### config.mk
export PLATFORM = sky130hd
export DESIGN_NAME = wb_drain_flat
export DESIGN_NICKNAME = d
export VERILOG_FILES = /design/src/rtl/wb_drain_pkg.sv /design/src/rtl/wb_drain_if.sv /design/src/rtl/wb_start_delay.sv /design/src/rtl/wb_drain.sv /design/src/flat_wrapper.sv
export SDC_FILE = /design/constraint.sdc
export NUM_CORES = 1
export LEC_CHECK = 0
export CAP_MARGIN = 0
export CORE_AREA = 2 2 117 130
export CTS_BUF_LIST = sky130_fd_sc_hd__clkbuf_16
export CTS_CLUSTER_DIAMETER = 80
export DETAILED_ROUTE_END_ITERATION = 7
export DIE_AREA = 0 0 119 132
export HOLD_SLACK_MARGIN = 0.06
export PLACE_DENSITY = 0.85
export RECOVER_POWER = 50
export REMOVE_ABC_BUFFERS = 1
export SLEW_MARGIN = 5
export SYNTH_ARGS = -nofsm -noshare
export SYNTH_HDL_FRONTEND = slang
export SYNTH_SLANG_ARGS = --single-unit
### constraint.sdc
create_clock -name Rclk -period 12.25 [get_ports Rclk]
set_clock_uncertainty 0.2 [all_clocks]
set_input_delay 1.225 -clock Rclk [delete_from_list [all_inputs] [get_ports Rclk]]
set_output_delay 1.225 -clock Rclk [all_outputs]
set_load 0.01 [all_outputs]
### src/rtl/wb_drain_pkg.sv
// wb_drain shared types and constants.
// Word width, parameter limits and reset data value.
package wb_pkg;
  localparam int WB_WIDTH  = 128;
  localparam int WL_MAX    = 15;
  localparam int BURST_MAX = 8;

  typedef logic [WB_WIDTH-1:0] wb_word_t;

  localparam wb_word_t WD_RST = '0;

  function automatic logic [3:0] cnt4(input int v);
    return v[3:0];
  endfunction
endpackage

### src/rtl/wb_drain_if.sv
// Write-buffer read port plus DDR data-path I/O.
// The drain is the slave; buffer and serializer side is the master.
interface wb_drain_if;
  import wb_pkg::*;

  wb_word_t MD;
  logic     Empty;
  logic     RDen;
  wb_word_t WrData;
  logic     DQoe;
  logic     DQSoe;

  modport master (
    output MD, Empty,
    input  RDen, WrData, DQoe, DQSoe
  );

  modport slave (
    input  MD, Empty,
    output RDen, WrData, DQoe, DQSoe
  );
endinterface

### src/rtl/wb_start_delay.sv
// N-stage start-marker shift register.
// Tap k is high k+1 cycles after the marker was entered.
module wb_start_delay #(
  parameter int N = 4
) (
  input  logic         clk,
  input  logic         rst,
  input  logic         din,
  output logic [N-1:0] taps
);

  // shift markers one stage per cycle
  always_ff @(posedge clk or posedge rst) begin
    if (rst) taps <= '0;
    else     taps <= (taps << 1) | N'(din);
  end

endmodule

### src/rtl/wb_drain.sv
// Write-data pump: write buffer -> DDR I/O.
// Delayed start markers drive pops, OE timing and completion.
module wb_drain
  import wb_pkg::*;
#(
  parameter int WL    = 4,
  parameter int BURST = 2
) (
  input  logic Rclk,
  input  logic Reset,
  input  logic WrStart,
  input  logic ClrErr,
  wb_drain_if.slave io,
  output logic WrDone,
  output logic Busy,
  output logic Underrun,
  output logic CmdErr
);

  if (WL < 2 || WL > WL_MAX ||
      BURST < 1 || BURST > BURST_MAX) begin : g_bad
    $error("wb_drain: WL/BURST out of range");
  end

  localparam logic [3:0] BL1 = cnt4(BURST - 1);

  logic [WL-1:0] dly;
  logic [3:0]    cnt;
  logic [3:0]    sp;
  logic          go;
  logic          emerge;
  logic          pre;
  logic          active;
  logic          last;

  // starts inside the spacing window are dropped
  assign go = WrStart & (sp == 4'd0);

  wb_start_delay #(.N(WL)) u_dly (
    .clk  (Rclk),
    .rst  (Reset),
    .din  (go),
    .taps (dly)
  );

  // emerging marker is the first beat; cnt holds beats still to come
  assign emerge = dly[WL-1];
  assign pre    = dly[WL-2];
  assign active = emerge | (cnt != 4'd0);
  assign last   = emerge ? (BURST == 1) : (cnt == 4'd1);

  assign io.RDen = active & ~io.Empty;
  assign Busy    = (|dly) | active | io.DQoe;

  // beat and spacing counters
  always_ff @(posedge Rclk or posedge Reset) begin
    if (Reset) begin
      cnt <= 4'd0;
      sp  <= 4'd0;
    end else begin
      if (emerge)            cnt <= BL1;
      else if (cnt != 4'd0)  cnt <= cnt - 4'd1;
      if (go)                sp  <= BL1;
      else if (sp != 4'd0)   sp  <= sp - 4'd1;
    end
  end

  // data and enables, one cycle behind the beat
  always_ff @(posedge Rclk or posedge Reset) begin
    if (Reset) begin
      io.WrData <= WD_RST;
      io.DQoe   <= 1'b0;
      io.DQSoe  <= 1'b0;
      WrDone    <= 1'b0;
    end else begin
      io.DQoe  <= active;
      io.DQSoe <= active | pre;
      WrDone   <= active & last;
      if (active)
        io.WrData <= io.Empty ? '0 : io.MD;
    end
  end

  // sticky flags; a new error beats a clear
  always_ff @(posedge Rclk or posedge Reset) begin
    if (Reset) begin
      Underrun <= 1'b0;
      CmdErr   <= 1'b0;
    end else begin
      Underrun <= (Underrun & ~ClrErr) |
                  (active & io.Empty);
      CmdErr   <= (CmdErr & ~ClrErr) |
                  (WrStart & ~go);
    end
  end

endmodule

### src/flat_wrapper.sv
// flat-port wrapper written by rule: the top's interface ports become plain ports
module wb_drain_flat import wb_pkg::*;
#(
  parameter int WL    = 4,
  parameter int BURST = 2
)
  (Rclk, Reset, WrStart, ClrErr, WrDone, Busy, Underrun, CmdErr, io_MD, io_Empty, io_RDen, io_WrData, io_DQoe, io_DQSoe);
  wb_drain_if io_i ();
  input  logic Rclk;
  input  logic Reset;
  input  logic WrStart;
  input  logic ClrErr;
  output logic WrDone;
  output logic Busy;
  output logic Underrun;
  output logic CmdErr;
  input wire logic [$bits(io_i.MD)-1:0] io_MD;
  input wire logic [$bits(io_i.Empty)-1:0] io_Empty;
  output wire logic [$bits(io_i.RDen)-1:0] io_RDen;
  output wire logic [$bits(io_i.WrData)-1:0] io_WrData;
  output wire logic [$bits(io_i.DQoe)-1:0] io_DQoe;
  output wire logic [$bits(io_i.DQSoe)-1:0] io_DQSoe;
  assign io_i.MD = io_MD;
  assign io_i.Empty = io_Empty;
  assign io_RDen = io_i.RDen;
  assign io_WrData = io_i.WrData;
  assign io_DQoe = io_i.DQoe;
  assign io_DQSoe = io_i.DQSoe;
  wb_drain #(.WL(WL), .BURST(BURST)) u_core (.Rclk(Rclk), .Reset(Reset), .WrStart(WrStart), .ClrErr(ClrErr), .io(io_i), .WrDone(WrDone), .Busy(Busy), .Underrun(Underrun), .CmdErr(CmdErr));
endmodule
Word level (Yosys, flattened, before mapping). Cells that the tools add are included.

Flip-flop bits (word level): 145. Input bits: 133. Output and inout bits: 135.

Add/sub/neg operators: 2. Eq/ne operators: 1. Muxes and demuxes: 6. Bitwise logic cells: 17. Reductions and logical operators: 6.

Operator list (number): 128-bit two-way mux (1); 4-bit two-way mux (4); 4-bit nonzero test (2); 4-bit by 1-bit subtractor with 4-bit output (second input constant) (2); 1-bit AND (7); 1-bit bitwise OR (6); 4-bit by 1-bit equality test with 1-bit output (second input constant) (1); 4-bit logical NOT (1); 4-bit by 1-bit bitwise OR with 4-bit output (1); 2-bit nonzero test (2); 4-bit OR reduction (1); 1-bit inverter (3); 1-bit two-way mux (1).

Depth between registers and ports, before layout. Gate-level depths: netlist (run 1).

Depth after elaboration: 5. Depth in mapped cells: 7.

Cells and area by module. A second synthesis (run 1) with hierarchy kept.

Cells, all modules: 472. Area total of the unflattened synthesis: 6641.4 µm².

Modules (own cells, without submodules): wb_drain (instances 1, cells an instance 467, area each 6537.5 µm², sequential area each 3528.4 µm²); wb_start_delay (instances 1, cells an instance 5, area each 103.8 µm², sequential area each 100.1 µm²).

Worst setup path before layout (run 1). No wires, ideal clock.

Kind: input port to output port. Start point: in io_Empty. End point: out io_RDen. Arrival: 1.598 ns. Slack: 9.227 ns. Stages: 2. Path buffers: 1. Path through: clkbuf_1 nor2_1.

Longest elaborated chain between the ends: 2.

Ends and longest elaborated chain: start: declaration (RTL line flat_wrapper.sv:18) `input wire logic [$bits(io_i.Empty)-1:0] io_Empty;`; 1-bit inverter (RTL line wb_drain.sv:52) `assign io.RDen = active & ~io.Empty;`; 1-bit AND (RTL line wb_drain.sv:52); end: declaration (RTL line flat_wrapper.sv:19) `output wire logic [$bits(io_i.RDen)-1:0] io_RDen;`.

No other way between the ends.

Worst setup path after layout (run 1).
Start point: reg u_core.cnt[0]. End point: reg u_core.io.WrData[82].

Longest elaborated chain between the ends: 2.

Ends and longest elaborated chain: start: declaration (RTL line wb_drain.sv:28) `logic [3:0] cnt;`; start signal: assignment (RTL line wb_drain.sv:62) `else if (cnt != 4'd0) cnt <= cnt - 4'd1;`; 4-bit nonzero test (RTL line wb_drain.sv:49) `assign active = emerge | (cnt != 4'd0);`; 1-bit bitwise OR (RTL line wb_drain.sv:49); end signal: assignment (RTL line wb_drain.sv:80) `io.WrData <= io.Empty ? '0 : io.MD;`; end: declaration (RTL line wb_drain_if.sv:20) `output RDen, WrData, DQoe, DQSoe`.

No other way between the ends. A chain may end at the register's enable or synchronous reset.

==> results.py, run 1 <==
metrics = {
    "cts": {
        "hold_buffers": 0,
        "post_cts_resized": 0,
        "clkLatencyLatePin_ns": 0.41,
        "cts_sinks": 145,
        "clockBufferDepth": 2,
        "cts_max_level": 4,
        "cts_root_buf": "clkbuf_16",
        "cts-buffers-inserted": 17,
        "postCtsSetupBuffers": 0,
        "cts_tree": "built",
        "clk_pin_slew_ns": 0.06,
    },
    "placed_design": {
        "hpwl_mm": 11.0,
        "port_buffers": 267,
        "place_congestion": 0.797,
        "placed_cell_area_um2": 9400,
    },
    "timing": {
        "period_minus_slack_ns": 6.25,
        "slew_headroom_pct": -115,
        "fin_crit_sh_pct": 51.0,
        "fin_setup_tns_ns": 0,
        "tightest_slew_ns": 3.21,
        "finalHoldViolCount": 0,
        "rsz0062_at_grt": "false",
        "fmax_mhz": 160,
        "finalSetupViolCount": 0,
        "slew_violations": 139,
    },
    "route": {
        "vias": 4501,
        "drc": 0,
        "drt_iter0_drc": 233,
        "ant_nets": 0,
        "viasPerCell": 4.80,
        "drt-total-wl_mm": 15.7,
        "wl_per_cell_um": 16.7,
        "drt_first_pass_iters": 4,
    },
    "cells_and_area": {
        "fin_nets": 868,
        "area_delta_synth_final_pct": 48.0,
        "n_antenna_cell": 0,
        "final_cell_mix": "149 x clkdlybuf4s50_1, 145 x dfrtp_1, 130 x nor2b_1",
        "layout-drive-gt1-share_pct": 19.9,
        "fin_area_um2": 9820,
        "fillers": 986,
        "layout_commonest_cell": "clkdlybuf4s50_1",
    },
    "global_routing": {
        "grt_pass1_vias": 4964,
        "overflow": 0,
        "grt_usage_pct": 20.8,
        "grt_max_degree": 87,
        "grt_pass1_wl_mm": 25.8,
        "antenna_found_initial": 0,
    },
    "run": {
        "cap_violations": 2,
    },
    "yosys": {
        "synth_seq_area_share_pct": 54.7,
        "yosysUniqueCellTypes": 23,
        "syn_inst": 471,
        "syn_area_per_cell_um2": 14.1,
        "syn_area_um2": 6640,
        "ys_ff_latch": 145,
        "yosysWarnings": 0,
    },
    "status": {
        "status": "complete, but fails checks",
        "violations": "capacitance limit, slew limit",
    },
    "die": {
        "initial_utilization_pct": 46.3,
        "core_um2": 14300,
        "io_pins": 268,
        "die_h_um": 132,
        "std_cell_rows": 46,
        "die_x_um": 119,
        "dieArea_um2": 15700,
    },
    "critical_path": {
        "critPathKind": "reg2reg",
        "worstPathMaxFanout": 72,
        "crit_required_ns": 12.34,
        "end_kind": "register",
        "crit_arrival_ns": 6.34,
        "cp-start-kind": "register",
    },
    "power": {
        "p_int_mw": 1.25,
        "ir_drop_uv": 92.4,
        "power_density_nw_per_um2": 180,
        "power_frac_comb_pct": 37.6,
        "p_sw_share_pct": 29.3,
        "clkPwrFrac_pct": 24.5,
        "p_switching_uw": 517,
        "leakage_nw": 4.70,
        "seqPwrFrac_pct": 37.9,
    },
    "hold_path": {
        "hold_path_class": "reg2reg",
    },
}
==> worst max-delay path: stages (launching register included) <==
cell and delay, ns:
dfrtp_1 0.41, inv_1 0.09, ha_1 0.23, nor4b_1 0.64, clkinvlp_2 2.66, buf_4 1.32
mux2_4 0.45
==> synthesized netlist by cell type <==
cell type | number | area (um^2)
clkbuf_1 | 14 | 52.6
inv_2 | 1 | 3.75
nor3b_1 | 1 | 7.51
a22o_1 | 1 | 8.76
o2bb2ai_1 | 1 | 8.76
nor4b_4 | 1 | 23.8
nor2_1 | 4 | 15.0
nor4_1 | 1 | 6.26
nand3b_1 | 2 | 15.0
dfrtp_1 | 145 | 3630
buf_2 | 5 | 25.0
inv_1 | 7 | 26.3
a21oi_1 | 1 | 5.00
nor2b_1 | 130 | 813
and2_1 | 2 | 12.5
buf_6 | 9 | 101
ha_1 | 3 | 37.5
mux2_2 | 54 | 608
nor3_1 | 4 | 20.0
nand2_1 | 1 | 3.75
nand2b_1 | 3 | 18.8
mux2i_1 | 4 | 40.0
mux2_4 | 77 | 1160
==> flip-flops by register name, summed over array words and instances, names as in the netlist <==
register and count:
u_core.WrDone 1, u_core.u_dly.taps 4, u_core.sp 4, u_core.cnt 4, u_core.io.DQSoe 1, u_core.io.DQoe 1
u_core.Underrun 1, u_core.io.WrData 128, u_core.CmdErr 1
==> routing by layer <==
layer | up-vias | share of wire, % | global-route usage, %
met5 | - | 0 | 0
met4 | 0 | 3.0 | 9.33
met3 | 35 | 7.8 | 7.27
met2 | 178 | 52 | 35.5
met1 | 2204 | 37 | 23.3
li1 | 2084 | - | -
==> kinds of logic (layout without fill, tap and decap cells) <==
| family | after synthesis | after routing | synth area share, % |
|---|---|---|---|
| compound gates | 3 | 3 | 0.339 |
| flops | 145 | 145 | 54.7 |
| simple gates | 149 | 149 | 14.1 |
| fa+ha+maj | 3 | 3 | 0.566 |
| mux | 135 | 135 | 27.2 |
| buf+inv | 36 | 310 | 3.15 |
==> final timing paths <==
path / cells after the start / startpoint / end / slack, ns
setup / recovery: 6 / u_core.cnt[0] / u_core.io.WrData[82] / 6.00
hold / removal: 0 / u_core.u_dly.taps[2] / u_core.u_dly.taps[3] / 0.18
setup reg to reg: 6 / u_core.cnt[0] / u_core.io.WrData[82] / 6.00
hold reg to reg: 0 / u_core.u_dly.taps[2] / u_core.u_dly.taps[3] / 0.18
max in group asynchronous: 3 / Reset / u_core.io.WrData[123] / 7.96
min in group asynchronous: 2 / Reset / u_core.io.WrData[122] / 1.85
==> layout make-up <==
type                            count  area [um^2]  area share [%]
Clock buffer                       17          425            4.33
Clock inverter                     15         65.1           0.663
Inverter                            8         32.5           0.331
Multi-Input combinational cell    290         2740            27.9
Sequential cell                   145         3630            36.9
Tap cell                          192          240            2.45
Timing Repair Buffer              270         2690            27.4
==> through the flow <==
| step | setup slack [ns] | std cells | utilization, % | power (mW) | hold WS, ns |
|---|---|---|---|---|---|
| floorplan | 6.93 | 443 | - | 1.07 | 0.155 |
| global placement | 8.61 | 905 | 65.6 | 1.36 | 0.165 |
| detailed placement | 8.61 | 905 | 65.6 | 1.38 | 0.171 |
| CTS | 8.58 | 937 | 69.0 | 1.83 | 0.186 |
| global route | 5.45 | 937 | 68.5 | 1.86 | 0.196 |
| finish | 6.00 | 937 | 68.5 | 1.77 | 0.184 |
==> power groups by stage <==
stage                     clock [mW]  sequential [mW]  combinational [mW]
after floorplan                    0            0.721               0.348
after global placement             0            0.673               0.683
after detailed placement           0            0.682               0.699
after CTS                      0.448            0.677               0.704
after global routing           0.465            0.686               0.709
final                          0.433            0.669               0.664
Note: power is estimated with default switching activity, not from simulation.
==> inputs of run 2 (changes only) <==
--- a/config.mk
+++ b/config.mk
@@ -6,13 +6,13 @@
 export NUM_CORES = 1
 export LEC_CHECK = 0
 export CAP_MARGIN = 0
-export CORE_AREA = 2 2 117 130
+export CORE_AREA = 2 2 128 142
 export CTS_BUF_LIST = sky130_fd_sc_hd__clkbuf_16
 export CTS_CLUSTER_DIAMETER = 80
 export DETAILED_ROUTE_END_ITERATION = 7
-export DIE_AREA = 0 0 119 132
+export DIE_AREA = 0 0 130 144
 export HOLD_SLACK_MARGIN = 0.06
-export PLACE_DENSITY = 0.85
+export PLACE_DENSITY = 0.75
 export RECOVER_POWER = 50
 export REMOVE_ABC_BUFFERS = 1
 export SLEW_MARGIN = 5
==> constraint.sdc (replaced) <==
create_clock -name Rclk -period 5.3 [get_ports Rclk]
set_clock_uncertainty 0.2 [all_clocks]
set_input_delay 0.53 -clock Rclk [delete_from_list [all_inputs] [get_ports Rclk]]
set_output_delay 0.53 -clock Rclk [all_outputs]
set_load 0.01 [all_outputs]
==> run 2 against run 1 <==
  * The run still ends with capacitance limit, slew limit left
  * Combinational power is 130% higher
  * Highest routed layer unchanged
  * Maximum frequency is 76% higher
  * Design area is 2.2% higher
  * Critical endpoint is now u_core.io.WrData[64]
  * Sequential cell count stayed put
  * Cell count is 4.9% higher
  * Largest power group unchanged
==> results.py, run 2 (same netlist as run 1, synthesis figures left out) <==
metrics = {
    "critical_path": {
        "crit_buf_inv": 3,
        "crit_arrival_ns": 3.63,
        "crit_slowest_cell": "nor4b_1",
        "r2r_start": "u_core.cnt[0]",
        "end_kind": "register",
        "worstPathMaxFanout": 98,
        "critPathKind": "reg2reg",
        "r2r_end": "u_core.io.WrData[64]",
        "path_delay_family": "buffers and inverters",
        "path_cells": "inv_1, ha_1, nor4b_1, inv_6, buf_4, mux2_4",
        "rrSetupSlack_ns": 1.76,
        "slowest_delay_ns": 0.86,
        "crit_required_ns": 5.39,
        "cp-start-kind": "register",
        "ff2ff_path_depth": 6,
    },
    "cts": {
        "cts_tree": "built",
        "postCtsSetupBuffers": 0,
        "post_cts_resized": 0,
        "cts_sinks": 145,
        "cts_max_level": 4,
        "cts-buffers-inserted": 17,
        "cts_root_buf": "clkbuf_16",
        "hold_buffers": 0,
        "clkLatencyLatePin_ns": 0.41,
        "clk_pin_slew_ns": 0.06,
        "clockBufferDepth": 2,
    },
    "timing": {
        "tightest_slew_ns": 2.24,
        "fin_setup_tns_ns": 0,
        "fin_crit_sh_pct": 66.8,
        "rsz0062_at_grt": "false",
        "hold_ws_ns": 0.178,
        "period_minus_slack_ns": 3.54,
        "finalSetupViolCount": 0,
        "finalHoldViolCount": 0,
        "slew_headroom_pct": -49.0,
        "slew_violations": 106,
        "fmax_mhz": 282,
    },
    "route": {
        "drt_iter0_drc": 143,
        "ant_nets": 0,
        "drt_first_pass_iters": 4,
        "vias": 4452,
        "drt-total-wl_mm": 16.3,
        "wl_per_cell_um": 16.5,
        "drc": 0,
        "viasPerCell": 4.53,
    },
    "die": {
        "die_x_um": 130,
        "dieArea_um2": 18700,
        "std_cell_rows": 51,
        "io_pins": 268,
        "core_um2": 17400,
        "initial_utilization_pct": 38.1,
        "die_h_um": 144,
    },
    "status": {
        "status": "complete, but fails checks",
        "violations": "capacitance limit, slew limit",
    },
    "global_routing": {
        "grt_usage_pct": 17.5,
        "grt_pass1_wl_mm": 25.3,
        "grt_max_degree": 106,
        "grt_pass1_vias": 4950,
        "antenna_found_initial": 0,
        "overflow": 0,
    },
    "hold_path": {
        "min-delay-start": "u_core.u_dly.taps[0]",
        "hold_path_class": "reg2reg",
        "hold-path-endpoint": "u_core.u_dly.taps[1]",
        "holdPathStages": 0,
    },
    "cells_and_area": {
        "multi_input_area_um2": 2790,
        "fillers": 1418,
        "regArea_um2": 3630,
        "fin_nets": 868,
        "area_delta_synth_final_pct": 51.3,
        "final_cell_mix": "170 x clkdlybuf4s50_1, 145 x dfrtp_1, 130 x nor2b_1",
        "top_register": "u_core.io.WrData",
        "n_antenna_cell": 0,
        "largest_register_ffs": 128,
        "layout-drive-gt1-share_pct": 21.6,
        "layout_commonest_cell": "clkdlybuf4s50_1",
        "fin_cells": 983,
    },
    "power": {
        "ir_drop_uv": 267,
        "leakage_nw": 4.74,
        "power_density_nw_per_um2": 430,
    },
    "placed_design": {
        "port_buffers": 267,
        "dpl.cell_count": 951,
        "hpwl_mm": 11.4,
        "place_congestion": 0.782,
    },
    "run": {
        "cap_violations": 1,
    },
}
-- run 2: cell types whose count changed in the layout (fill, tap and decap cells not counted), moves of 4 or more --
cell,change
clkinv_1,+4
mux2_1,-12
bufinv_16,+4
inv_1,-5
clkinv_2,-5
clkdlybuf4s50_1,+21
dlygate4sd3_1,-21
mux2_4,+13
-- run 2: metrics by stage --
stage          cell area, um^2  power (mW)  setup slack, ns  utilization [%]
6_report                 10000        4.32             1.76             57.6
5_1_grt                  10000        4.55             1.35             57.6
4_1_cts                  10100        4.46             2.15             57.7
2_1_floorplan             6460        2.47            0.675                -
3_5_place_dp              9460        3.21             2.18             54.3
3_3_place_gp              9460        3.15             2.32             54.3
-- run 2: power by group --
part / switching (mW) / internal, mW
registers: 0.169 / 1.39
clock network: 0.449 / 0.775
logic: 0.625 / 0.915
total: 1.24 / 3.08
-- run 2: final cells by class --
class / instances / share of cell area [%]
Multi-Input combinational cell: 290 / 27.7
Timing Repair Buffer: 270 / 26.8
Inverter: 8 / 0.386
Clock buffer: 17 / 4.24
Clock inverter: 15 / 1.72
Tap cell: 238 / 2.97
Sequential cell: 145 / 36.1
-- run 2: worst max-delay path by stage --
stage / cells past startpoint / end / startpoint / slack (ns)
after floorplan: 1 / u_core.CmdErr / Reset / 0.68
after global placement: 6 / u_core.io.WrData[102] / u_core.cnt[0] / 2.32
after detailed placement: 6 / u_core.io.WrData[120] / u_core.cnt[0] / 2.18
after CTS: 6 / u_core.io.WrData[120] / u_core.cnt[0] / 2.15
after global routing: 6 / u_core.io.WrData[39] / u_core.cnt[0] / 1.35
final: 6 / u_core.io.WrData[64] / u_core.cnt[0] / 1.76
-- run 2: routing by layer --
metal | global-route usage (%) | share of wire, % | vias to the layer above
met3 | 6.55 | 7.9 | 29
met5 | 0 | 0 | -
met2 | 30.2 | 51 | 164
li1 | - | - | 2079
met4 | 7.81 | 2.9 | 0
met1 | 19.0 | 38 | 2180
-- run 2: worst register-to-register path: cells and delay by family (launching register included) --
family	cells	cell delay [ns]
buffers and inverters	3	1.33
AND/OR/NAND/NOR	1	0.86
flip-flops	1	0.42
multiplexers	1	0.38
adder cells (fa/ha/maj)	1	0.24
==> inputs of run 3 (changes only) <==
==> constraint.sdc (replaced) <==
create_clock -name Rclk -period 3.2 [get_ports Rclk]
set_clock_uncertainty 0.2 [all_clocks]
set_input_delay 0.32 -clock Rclk [delete_from_list [all_inputs] [get_ports Rclk]]
set_output_delay 0.32 -clock Rclk [all_outputs]
set_load 0.01 [all_outputs]
==> run 3 against run 2 <==
  * The run still ends with capacitance limit, slew limit left
  * Critical path depth fell by 1
  * Total power up 66%
  * Sequential power is 66% higher
  * Hold slack worse by 0.0028 ns
  * Cell count grew 0.61%
  * Via count up 1.8%
==> results.py, run 3 (same netlist as run 1, synthesis figures left out) <==
metrics = {
    "power": {
        "power.total_mw": 7.17,
        "power_density_nw_per_um2": 709,
        "ir_drop_uv": 465,
        "leakage_nw": 4.69,
    },
    "status": {
        "violations": "capacitance limit, slew limit",
        "status": "complete, but fails checks",
    },
    "die": {
        "die_h_um": 144,
        "std_cell_rows": 51,
        "initial_utilization_pct": 38.1,
        "core_um2": 17400,
        "die_x_um": 130,
        "dieArea_um2": 18700,
        "io_pins": 268,
    },
    "critical_path": {
        "end_kind": "primary output",
        "crit_slowest_cell": "clkdlybuf4s50_1",
        "crit_arrival_ns": 2.19,
        "ff2ff_path_depth": 6,
        "path_cells": "inv_1, ha_1, nor4b_4, nand3b_1, clkdlybuf4s50_1",
        "r2r_start": "u_core.cnt[0]",
        "critPathKind": "reg2out",
        "r2r_end": "u_core.io.WrData[82]",
        "crit_required_ns": 2.68,
        "slowest_delay_ns": 0.50,
        "path_delay_family": "buffers and inverters",
        "worstPathMaxFanout": 5,
        "rrSetupSlack_ns": 0.91,
        "crit_buf_inv": 2,
        "cp-start-kind": "register",
    },
    "cts": {
        "hold_buffers": 0,
        "cts_tree": "built",
        "cts_sinks": 145,
        "clk_pin_slew_ns": 0.06,
        "clkLatencyLatePin_ns": 0.42,
        "cts_root_buf": "clkbuf_16",
        "post_cts_resized": 0,
        "clockBufferDepth": 2,
        "postCtsSetupBuffers": 0,
        "cts-buffers-inserted": 17,
        "cts_max_level": 4,
    },
    "timing": {
        "fin_crit_sh_pct": 84.6,
        "fmax_mhz": 369,
        "fin_setup_tns_ns": 0,
        "slew_violations": 41,
        "finalSetupViolCount": 0,
        "period_minus_slack_ns": 2.71,
        "rsz0062_at_grt": "false",
        "tightest_slew_ns": 1.73,
        "slew_headroom_pct": -16.1,
        "finalHoldViolCount": 0,
    },
    "cells_and_area": {
        "area_delta_synth_final_pct": 52.2,
        "n_antenna_cell": 0,
        "top_register": "u_core.io.WrData",
        "layout_commonest_cell": "clkdlybuf4s50_1",
        "fin_nets": 874,
        "largest_register_ffs": 128,
        "fin_area_um2": 10100,
        "final_cell_mix": "212 x clkdlybuf4s50_1, 145 x dfrtp_1, 130 x nor2b_1",
        "final_util_pct": 58.0,
        "layout-drive-gt1-share_pct": 22.5,
    },
    "route": {
        "drt_iter0_drc": 165,
        "viasPerCell": 4.58,
        "drc": 0,
        "ant_nets": 0,
        "vias": 4530,
        "drt-total-wl_mm": 16.5,
        "drt_first_pass_iters": 4,
        "wl_per_cell_um": 16.7,
    },
    "global_routing": {
        "grt_pass1_wl_mm": 25.8,
        "grt_usage_pct": 18.1,
        "grt_pass1_vias": 5072,
        "overflow": 0,
        "grt_max_degree": 58,
        "antenna_found_initial": 0,
    },
    "placed_design": {
        "placed_cell_area_um2": 9550,
        "hpwl_mm": 11.8,
        "port_buffers": 267,
        "place_congestion": 0.778,
    },
    "hold_path": {
        "hold-path-endpoint": "u_core.u_dly.taps[1]",
        "min-delay-start": "u_core.u_dly.taps[0]",
        "holdPathStages": 0,
        "hold_path_class": "reg2reg",
    },
    "run": {
        "cap_violations": 1,
    },
}
run 3: report_power, final:
group	total, mW	switching, mW	internal, mW
registers	2.58	0.284	2.30
clock network	1.95	0.745	1.20
logic	2.64	1.05	1.59
total	7.17	2.08	5.09
run 3: stage by stage:
| stage | hold WS, ns | setup WS (ns) | instances |
|---|---|---|---|
| 6_report | 0.176 | 0.492 | 989 |
| 2_1_floorplan | 0.155 | -1.21 | 443 |
| 4_1_cts | 0.0872 | 0.475 | 989 |
| 3_5_place_dp | 0.167 | 0.909 | 957 |
| 3_3_place_gp | 0.163 | 0.978 | 957 |
| 5_1_grt | 0.183 | 0.191 | 989 |
run 3: worst max-delay path by stage:
stage          slack [ns]          start              endpoint  cells past startpoint
2_1_floorplan       -1.21          Reset         u_core.CmdErr                      1
3_3_place_gp         0.98  u_core.cnt[0]  u_core.io.WrData[31]                      6
3_5_place_dp         0.91  u_core.cnt[0]  u_core.io.WrData[82]                      6
4_1_cts              0.47  u_core.cnt[0]                  Busy                      5
5_1_grt              0.19          Reset  u_core.io.WrData[94]                      3
6_report             0.49  u_core.cnt[0]                  Busy                      5
run 3: area by class of cell:
type,count,area (um^2)
Multi-Input combinational cell,290,2800
Clock buffer,17,425
Tap cell,238,298
Timing Repair Buffer,276,2760
Inverter,8,36.3
Fill cell,1429,7320
Clock inverter,15,151
Sequential cell,145,3630
run 3: metal layers:
metal | global-route usage [%] | part of all wire, % | routed length [um]
met5 | 0 | 0 | 0
met4 | 8.49 | 3.3 | 547
met3 | 7.14 | 8.1 | 1340
met2 | 31.1 | 51 | 8340
met1 | 19.5 | 38 | 6250
